### src/rtl/mult_share_arbiter.sv
// Shares one pipelined multiplier among N_REQ requesters: round-robin grant, in-order tag FIFO, products routed by tag. Optional MULT_ARB_STATS_EN adds stat_issued/stat_stall.
// Latency: request accept -> resp_tvalid = 1 + multiplier latency + 1 cycles.
// Backpressure: grants stop when the issue register is busy or MAX_INFLIGHT products are in flight; a held response deasserts mul_out_tready.
module mult_share_arbiter #(
  parameter int N_REQ        = 4,
  parameter int DATA_W       = 32,
  parameter int MAX_INFLIGHT = 4
) (
  input  logic                      clk,
  input  logic                      rst_n,
  input  logic [N_REQ*DATA_W-1:0]   req_a_tdata,
  input  logic [N_REQ*DATA_W-1:0]   req_b_tdata,
  input  logic [N_REQ-1:0]          req_tvalid,
  output logic [N_REQ-1:0]          req_tready,
  output logic [2*DATA_W-1:0]       resp_tdata,
  output logic [N_REQ-1:0]          resp_tvalid,
  input  logic [N_REQ-1:0]          resp_tready,
  output logic [DATA_W-1:0]         mul_a_tdata,
  output logic [DATA_W-1:0]         mul_b_tdata,
  output logic                      mul_tvalid,
  input  logic                      mul_a_tready,
  input  logic                      mul_b_tready,
  input  logic [2*DATA_W-1:0]       mul_out_tdata,
  input  logic                      mul_out_tvalid,
  output logic                      mul_out_tready,
  output logic                      err_tag
`ifdef MULT_ARB_STATS_EN
  ,
  output logic [31:0]               stat_issued,
  output logic [31:0]               stat_stall
`endif
);

  localparam int TW = (N_REQ > 1) ? $clog2(N_REQ) : 1;
  localparam int PW = (MAX_INFLIGHT > 1) ? $clog2(MAX_INFLIGHT) : 1;
  localparam int CW = PW + 1;

  logic [TW-1:0] rr_ptr, grant_idx, issue_tag, resp_tag;
  logic          grant_any, grant_ok, rdy_en, req_acc, issue_hs;
  logic          resp_full, resp_accept, out_hs, prod_hs, fifo_empty;
  logic [CW-1:0] fifo_count;
  logic [PW-1:0] wr_ptr, rd_ptr;
  logic [TW-1:0] tag_mem [MAX_INFLIGHT];

  function automatic logic [TW-1:0] rr_idx(input logic [TW-1:0] base, input int k);
    int s;
    s = int'(base) + k;
    if (s >= N_REQ) s = s - N_REQ;
    return TW'(s);
  endfunction

  assign issue_hs   = mul_tvalid & mul_a_tready & mul_b_tready;
  assign fifo_empty = (fifo_count == '0);
  // rdy_en keeps req_tready low during reset and the first cycle after release
  assign grant_ok   = rdy_en && (!mul_tvalid || issue_hs) &&
                      ((int'(fifo_count) + int'(mul_tvalid)) < MAX_INFLIGHT);

  // Scan from the highest offset down so the lowest offset from rr_ptr wins
  always_comb begin
    grant_any = 1'b0;
    grant_idx = '0;
    for (int k = N_REQ - 1; k >= 0; k--) begin
      if (req_tvalid[rr_idx(rr_ptr, k)]) begin
        grant_any = 1'b1;
        grant_idx = rr_idx(rr_ptr, k);
      end
    end
  end

  always_comb begin
    req_tready  = '0;
    resp_tvalid = '0;
    for (int i = 0; i < N_REQ; i++) begin
      req_tready[i]  = grant_ok && grant_any && (grant_idx == TW'(i));
      resp_tvalid[i] = resp_full && (resp_tag == TW'(i));
    end
  end

  assign req_acc = |(req_tvalid & req_tready);

  always_ff @(posedge clk or negedge rst_n) begin
    if (!rst_n) begin
      rdy_en      <= 1'b0;
      rr_ptr      <= '0;
      mul_tvalid  <= 1'b0;
      mul_a_tdata <= '0;
      mul_b_tdata <= '0;
      issue_tag   <= '0;
    end else begin
      rdy_en <= 1'b1;
      if (req_acc) begin
        mul_tvalid  <= 1'b1;
        mul_a_tdata <= req_a_tdata[grant_idx*DATA_W +: DATA_W];
        mul_b_tdata <= req_b_tdata[grant_idx*DATA_W +: DATA_W];
        issue_tag   <= grant_idx;
        rr_ptr      <= rr_idx(grant_idx, 1);
      end else if (issue_hs) begin
        mul_tvalid <= 1'b0;
      end
    end
  end

  // In-order tag FIFO: one entry per product inside the multiplier
  assign resp_accept    = resp_full & resp_tready[resp_tag];
  assign mul_out_tready = !resp_full | resp_accept;
  assign out_hs         = mul_out_tvalid & mul_out_tready;
  assign prod_hs        = out_hs & !fifo_empty;

  always_ff @(posedge clk) begin
    if (issue_hs) tag_mem[wr_ptr] <= issue_tag;
  end

  always_ff @(posedge clk or negedge rst_n) begin
    if (!rst_n) begin
      wr_ptr     <= '0;
      rd_ptr     <= '0;
      fifo_count <= '0;
    end else begin
      if (issue_hs) wr_ptr <= wr_ptr + 1'b1;
      if (prod_hs)  rd_ptr <= rd_ptr + 1'b1;
      case ({issue_hs, prod_hs})
        2'b10:   fifo_count <= fifo_count + 1'b1;
        2'b01:   fifo_count <= fifo_count - 1'b1;
        default: fifo_count <= fifo_count;
      endcase
    end
  end

  always_ff @(posedge clk or negedge rst_n) begin
    if (!rst_n) begin
      resp_full  <= 1'b0;
      resp_tag   <= '0;
      resp_tdata <= '0;
      err_tag    <= 1'b0;
    end else begin
      if (resp_accept) resp_full <= 1'b0;
      if (prod_hs) begin
        resp_full  <= 1'b1;
        resp_tag   <= tag_mem[rd_ptr];
        resp_tdata <= mul_out_tdata;
      end
      // An untagged product is dropped; the flag stays set until reset
      if (out_hs && fifo_empty) err_tag <= 1'b1;
    end
  end

`ifdef MULT_ARB_STATS_EN
  always_ff @(posedge clk or negedge rst_n) begin
    if (!rst_n) begin
      stat_issued <= '0;
      stat_stall  <= '0;
    end else begin
      if (issue_hs) stat_issued <= stat_issued + 32'd1;
      if ((|req_tvalid) && !(|req_tready)) stat_stall <= stat_stall + 32'd1;
    end
  end
`endif

endmodule

### config.mk
export PLATFORM = sky130hd
export DESIGN_NAME = mult_share_arbiter
export DESIGN_NICKNAME = d
export VERILOG_FILES = /design/src/rtl/mult_share_arbiter.sv
export SDC_FILE = /design/constraint.sdc
export NUM_CORES = 1
export LEC_CHECK = 0
export CAP_MARGIN = 5
export CORE_AREA = 8 8 178 180
export DETAILED_ROUTE_END_ITERATION = 10
export DIE_AREA = 0 0 186 188
export DONT_BUFFER_PORTS = 1
export PLACE_DENSITY = 0.42
export SETUP_SLACK_MARGIN = 0.3
export SLEW_MARGIN = 40
export SYNTH_ARGS = -nofsm -noshare
export SYNTH_HDL_FRONTEND = slang
export SYNTH_SLANG_ARGS = --single-unit
### constraint.sdc
create_clock -name clk -period 3.5 [get_ports clk]
set_input_delay 0.525 -clock clk [delete_from_list [all_inputs] [get_ports clk]]
set_output_delay 0.525 -clock clk [all_outputs]
set_load 0.03 [all_outputs]
==> results.md, run 1 <==
* Result of the run: finished with violations
* Violations in the final reports: hold timing
* Fraction of layout cells with a size suffix above 1 at 0.0770
* Vias after detailed routing at 5514
* Final antenna-violating net count at 0
* Total iterations of the first detailed-routing run at 4
* Largest clock skew in the final design at 15.1 ps
* Synthesized area at 0.00754 sq mm
* Normalized max-slew margin at 0.454
* Global Route met3 Usage at 0.0614
* Biggest area contributors in the synthesized netlist: dfrtp_1 48%, mux2i_1 17%, nand2_1 13%
* Synthesis-to-layout area growth at 12.3%
* Warnings from Yosys at 0
* Post-synth net total at 1074
* Max-Cap Viols at 0
* Setup repair after global routing missed its margin: false
* Initial core utilization at 0.260
* Classification of the worst setup path: reg -> out
* Grt total ovfl at 0
* Multi-input logic area at 0.00336 sq mm
* Dpl cell area at 0.00793 sq mm
* Arrival time of the worst setup path at 2410 ps
* Clock insertion delay at the later pin of the skew report at 430 ps
* Buffers added on ports at 0
* DRC viols at 0
* Hpwl dp at 20700 um
* Final setup violation count at 0
* Fill cells at 3088
* Peak Freq at 341 MHz
* Post-route setup TNS at 0 ps
* Via-to-Cell Ratio at 4.93
* TritonCTS clock tree: done
* Worst vdd rail ir drop at 292 uV
* Clock root buffer: clkbuf_16
* TritonCTS Buffers at 17
* Shortest period the worst path allows at 2930 ps
* Fin worst setup slack at 567 ps
* Share of synthesized registers carrying an async set or reset at 0.948
* Detailed-route wire length at 27100 um
* First-pass GRT wire length at 39300 um
* Setup Fix Bufs, Post-CTS at 0
* Routed WL per cell at 24.2 um
* Count leader, synth: nand2_1
* Main synth FF type: dfrtp_1
* Smallest hold slack at -202 ps
* Clock slew at the register clock pins of the worst setup and hold paths at 60 ps
* Design area at 0.00846 sq mm
* First-iteration detailed-routing DRC count at 215
* Post-synth EDFFs at 8
* Storage element area at 0.00387 sq mm
* Area leader, netlist: dfrtp_1
* Count of final max-slew check failures at 0
* Mean post-synth cell area at 10.3 sq um
* Routability-driven placement congestion ratio at 0.804
* Area share of the largest cell type after synthesis at 0.481
* Setup WS pre-CTS at 855 ps
* Unique masters post-synth at 35
* Critical path endpoint category: output pin
* Synth Instances at 735
* Number of clock sinks at 153
* DIE WIDTH at 186 um
* Static Leak at 0.00398 uW
* Global Route met1 Usage at 0.169
* Maximum level of the CTS H-tree at 4
* Classification of the worst-slack hold path: in -> async
* Global routing's busiest layer: met2
* Cts repair resizes at 0
* Area inside the core boundary at 0.0290 sq mm
* Part of the cycle the worst path needs at 0.838
* Pwr per Cell Area at 1060 mW/mm^2
* Die Y at 188 um
* Req. time, crit path at 2970 ps
* Tot GR Track Use at 0.149
* Share of the yosys chip area belonging to registers at 0.513
* Tightest Pin Transition at 819 ps
* Final hold violation count at 145
* Yosys reg bits at 153
* Via count of the first global-routing pass at 5950
* Grt met2 use at 0.253
* Net count, final at 1054
* Critical Path Start Type: flop
* Initial antenna violation count at 0
* CP Max Fanout at 80
* Clock Path Buffers at 2
* Top-level I/O count at 472
* Pin count of the biggest net entering global routing at 146
* Die area at 0.0350 sq mm
* Leading post-synthesis cells by instance count: 270 x nand2_1, 145 x dfrtp_1, 130 x mux2i_1
* Site Rows at 63
## layer usage
metal,share of wire,vias to the layer above
met5,0,-
met4,0.0086,0
met3,0.12,12
met2,0.50,324
met1,0.37,2677
li1,-,2501
## cells by family (layout without fill, tap and decap cells)
logic type      after synthesis  in the layout  synth area share
compound gates               77             77            0.0847
xor+xnor                      7              7           0.00814
fa+ha+maj                     6              6            0.0110
buf+inv                      62             54            0.0463
flops                       153            153             0.513
mux                         135            135             0.185
other cells                   1              2          0.000498
simple gates                294            294             0.151
## cell usage in the layout, fill, tap and decap left out, drive strengths merged
master and instances:
nor4 1, buf 12, edfxtp 8, fa 1
o221ai 64, clkinv 4, o21ai 5, clkinvlp 2
clkbuf 17, nor3 3, mux4 3, ha 5
mux2i 130, conb 1, o21a 1, nand2b 2
a21oi 4, and3 1, diode 1, nand2 270
nand3b 1, xor2 2, a2bb2oi 1, xnor2 5
a31o 1, nor3b 2, mux2 2, inv 19
a21boi 1, dfrtp 145, nor2 9, or2 1
and2 4
## final cells by class
type                    count  share of cell area
diodes                      1            0.000296
clock buffers              17              0.0503
clock inverters            14              0.0132
inverters                  11             0.00517
multi-input cells         520               0.397
flip-flops and latches    153               0.457
well taps                 390              0.0576
repair buffers             12              0.0198
## stage by stage
stage | total power, uW | util | cells | hold slack [ps]
final | 9010 | 0.292 | 1118 | -202
after global routing | 9620 | 0.292 | 1117 | -241
after CTS | 9160 | 0.292 | 1117 | -233
after detailed placement | 7380 | 0.273 | 1086 | 235
after global placement | 7330 | 0.272 | 1084 | 234
after floorplan | 6560 | - | 735 | 229
## final timing paths
check,start,to,slack [ps],cells past startpoint
setup / recovery,rr_ptr[1],req_tready[1],570,5
setup reg to reg,rr_ptr[1],mul_b_tdata[25],900,7
hold reg to reg,fifo_count[2],fifo_count[2],500,1
max in group asynchronous,rst_n,mul_a_tdata[29],3480,0
hold / removal,rst_n,resp_tdata[27],-200,0
min in group clk,mul_out_tdata[55],resp_tdata[55],210,2
## worst max-delay path, stage by stage, from the launching register on
cell and delay, ps:
dfrtp_1 470, nand2_1 120, nand3b_1 120, a2bb2oi_4 470, buf_12 480, nor2_1 300
## flip-flops by register name (all words and copies together), names as in the netlist
signal / cells
err_tag: 1
fifo_count: 3
issue_tag: 2
mul_a_tdata: 32
mul_b_tdata: 32
mul_tvalid: 1
rd_ptr: 2
rdy_en: 1
resp_full: 1
resp_tag: 2
resp_tdata: 64
rr_ptr: 2
tag_mem: 8
wr_ptr: 2
## power by group
group	leakage, uW	total, uW	internal [uW]	switching [uW]
Clock	0.000265	1740	922	820
Combinational	0.00186	2480	1050	1430
Sequential	0.00186	4780	2580	2200
(Power assumes the default switching activity.)
==> run 2: changes to the inputs <==
Clock period 3.5 ns to 2.8 ns, I/O delays scaled along.
==> run 2 against run 1 <==
Compared with the run above: the flow still finishes with violations (hold timing); first-iteration DRC count is 7.0% higher; cell area rose by 0.86%; clock-buffer cell count stayed put; final cell count rose by 0.45%; non-clock buffer count up 6; worst hold slack got worse by 110 ps; utilization increased by 0.25 points; critical path type unchanged; critical endpoint is now req_tready[2]; largest cell class unchanged.
==> results.md, run 2 (synthesis gave the netlist of run 1 again) <==
* Via count of the first global-routing pass at 6045 (was 5950)
* Registers with the most flip-flops: resp_tdata (64), mul_a_tdata (32), mul_b_tdata (32) (unchanged)
* Smallest hold slack at -311 ps (was -202 ps)
* TritonCTS Buffers at 17 (unchanged)
* Number of clock sinks at 153 (unchanged)
* Clock slew at the register clock pins of the worst setup and hold paths at 70 ps (was 60 ps)
* Critical path buffer and inverter count at 3 (was 1)
* Leading cell type in the layout, fill and taps excluded: nand2_1 (unchanged)
* Worst vdd rail ir drop at 374 uV (was 292 uV)
* Slack of the worst reg-to-reg path at 490 ps (was 900 ps)
* Post-route setup TNS at 0 ps (unchanged)
* Path depth of the worst reg2reg path at 10 (was 7)
* Hpwl dp at 20500 um (was 20700 um)
* Count of final max-slew check failures at 0 (unchanged)
* TritonCTS clock tree: done (unchanged)
* DRC viols at 0 (unchanged)
* Tightest Pin Transition at 745 ps (was 819 ps)
* Final antenna-violating net count at 0 (unchanged)
* Maximum level of the CTS H-tree at 4 (unchanged)
* Classification of the worst setup path: reg -> out (unchanged)
* First-iteration detailed-routing DRC count at 230 (was 215)
* Part of the cycle the worst path needs at 0.827
* Worst path slowest cell: dfrtp_2 (was buf_12)
* CP Max Fanout at 11 (was 80)
* Initial antenna violation count at 0 (unchanged)
* Violations in the final reports: hold timing (unchanged)
* Critical Path Stages at 7 (was 5)
* Grt total ovfl at 0 (unchanged)
* DIE WIDTH at 186 um (unchanged)
* Most frequent cells in the layout: 269 x nand2_1, 144 x dfrtp_1, 130 x mux2i_1, 64 x o221ai_1, 18 x clkbuf_16 (was 269 x nand2_1, 145 x dfrtp_1, 130 x mux2i_1, 64 x o221ai_1, 17 x clkbuf_16)
* Static Leak at 0.00404 uW (was 0.00398 uW)
* Final setup violation count at 0 (unchanged)
* Classification of the worst-slack hold path: in -> async (unchanged)
* Max reg flops at 64 (unchanged)
* Top cell family by delay on the critical path: buffers and inverters (was simple AND/OR/NAND/NOR gates)
* Normalized max-slew margin at 0.503 (was 0.454)
* Die Y at 188 um (unchanged)
* Top-level I/O count at 472 (unchanged)
* Die area at 0.0350 sq mm (unchanged)
* Routability-driven placement congestion ratio at 0.770 (was 0.804)
* Crit path capture: req_tready[2] (was req_tready[1])
* Pin count of the biggest net entering global routing at 146 (unchanged)
* Fill cells at 3065 (was 3088)
* Fraction of layout cells with a size suffix above 1 at 0.0873 (was 0.0770)
* Vias after detailed routing at 5491 (was 5514)
* Req. time, crit path at 2380 ps (was 2970 ps)
* Max-Cap Viols at 0 (unchanged)
* Setup repair after global routing missed its margin: false (unchanged)
* Critical Path Start Type: flop (unchanged)
* Setup WS pre-CTS at 513 ps (was 855 ps)
* Destination of the worst register-to-register timing path: fifo_count[2] (was mul_b_tdata[25])
* Via-to-Cell Ratio at 4.89 (was 4.93)
* Net count, final at 1060 (was 1054)
* Area inside the core boundary at 0.0290 sq mm (unchanged)
* Detailed-route wire length at 27600 um (was 27100 um)
* Total iterations of the first detailed-routing run at 6 (was 4)
* Stage delay of the slowest cell on the critical path at 450 ps (was 480 ps)
* First-pass GRT wire length at 39400 um (was 39300 um)
* Final hold violation count at 145 (unchanged)
* Clock insertion delay at the later pin of the skew report at 420 ps (was 430 ps)
* Pwr per Cell Area at 1330 mW/mm^2 (was 1060 mW/mm^2)
* Result of the run: finished with violations (unchanged)
* Initial core utilization at 0.260 (unchanged)
* Ant diodes at 0 (was 1)
* Routed WL per cell at 24.6 um (was 24.2 um)
* Fin worst setup slack at 485 ps (was 567 ps)
* Tot GR Track Use at 0.149 (about the same)
* Site Rows at 63 (unchanged)
* Clock Path Buffers at 2 (unchanged)
* Peak Freq at 432 MHz
* Startpoint of the lowest-slack register-to-register path: resp_tag[0] (was rr_ptr[1])
* Launch point of the critical path: rr_ptr[1] (unchanged)
* Clock root buffer: clkbuf_16 (unchanged)
* Arrival time of the worst setup path at 1900 ps (was 2410 ps)
* Critical-path cell list: nand2_1 -> nand3b_1 -> a2bb2oi_4 -> buf_12 -> inv_1 -> nor2_1 -> buf_4 (was nand2_1 -> nand3b_1 -> a2bb2oi_4 -> buf_12 -> nor2_1)
* Buffers added on ports at 0 (unchanged)
* Shortest period the worst path allows at 2320 ps
* Largest register by flop count: resp_tdata (unchanged)
* Synthesis-to-layout area growth at 13.3% (was 12.3%)
* Largest clock skew in the final design at 9.74 ps (was 15.1 ps)
* Critical path endpoint category: output pin (unchanged)
* Finished Core Util at 0.294 (was 0.292)
run 2: changes by cell type in the layout (fill, tap and decap cells not counted):
cell       change
buf_4          +5
nor3b_2        +1
buf_16         -1
dfrtp_2        +1
nand2b_2       -1
buf_8          -1
buf_6          +1
bufbuf_16      +1
clkbuf_16      +1
dfrtp_1        -1
nor3b_1        -1
nand2b_4       +1
diode_2        -1
run 2: layer usage:
metal | vias up | wire length [um] | part of all wire | GRT usage
met5 | - | 0 | 0 | 0
met4 | 0 | 196 | 0.0071 | 0.0348
met3 | 6 | 3020 | 0.11 | 0.0579
met2 | 305 | 13700 | 0.50 | 0.252
met1 | 2658 | 10700 | 0.39 | 0.174
li1 | 2522 | - | - | -
run 2: layout make-up:
type | count | area (sq um) | share of cell area
Clock buffer | 17 | 425 | 0.0498
Clock inverter | 14 | 111 | 0.0130
Inverter | 11 | 43.8 | 0.00513
Multi-Input combinational cell | 520 | 3370 | 0.394
Sequential cell | 153 | 3870 | 0.453
Tap cell | 390 | 488 | 0.0572
Timing Repair Buffer | 18 | 231 | 0.0271
run 2: stage by stage:
| step | area, sq um | power, uW | cells |
|---|---|---|---|
| 2_1_floorplan | 7540 | 8200 | 735 |
| 3_3_place_gp | 7910 | 9190 | 1088 |
| 3_5_place_dp | 7910 | 9200 | 1088 |
| 4_1_cts | 8510 | 11500 | 1121 |
| 5_1_grt | 8540 | 12100 | 1123 |
| 6_report | 8540 | 11400 | 1123 |
run 2: worst reg2reg max path, stage by stage, from the launching register on:
cell	delay [ps]
dfrtp_1	440
mux4_2	370
o21ai_1	60
or2_2	310
inv_4	70
ha_1	170
inv_1	60
fa_1	370
xor2_1	150
nor2_1	110
xor2_1	150
run 2: power breakdown:
group / internal (uW) / switching [uW]
Combinational: 1360 / 1850
Sequential: 3230 / 2750
Clock: 1150 / 1030
Total: 5740 / 5620
run 2: repair_timing:
item	4_1_cts	5_1_grt
pin swaps	1	1
buffers inserted	1	1
gates cloned	1	1
setup endpoints to repair	3	4
endpoints found under the hold margin	145	145
gates resized for setup	4	5
run 2: worst min path at each step:
stage                     start             end  cells past startpoint  slack, ps
after global placement    rst_n  resp_tdata[31]                      0        130
after global routing      rst_n  resp_tdata[32]                      0       -350
final                     rst_n  resp_tdata[32]                      0       -310
after detailed placement  rst_n  resp_tdata[31]                      0        130
after CTS                 rst_n  resp_tdata[27]                      0       -340
after floorplan           rst_n         err_tag                      0        120
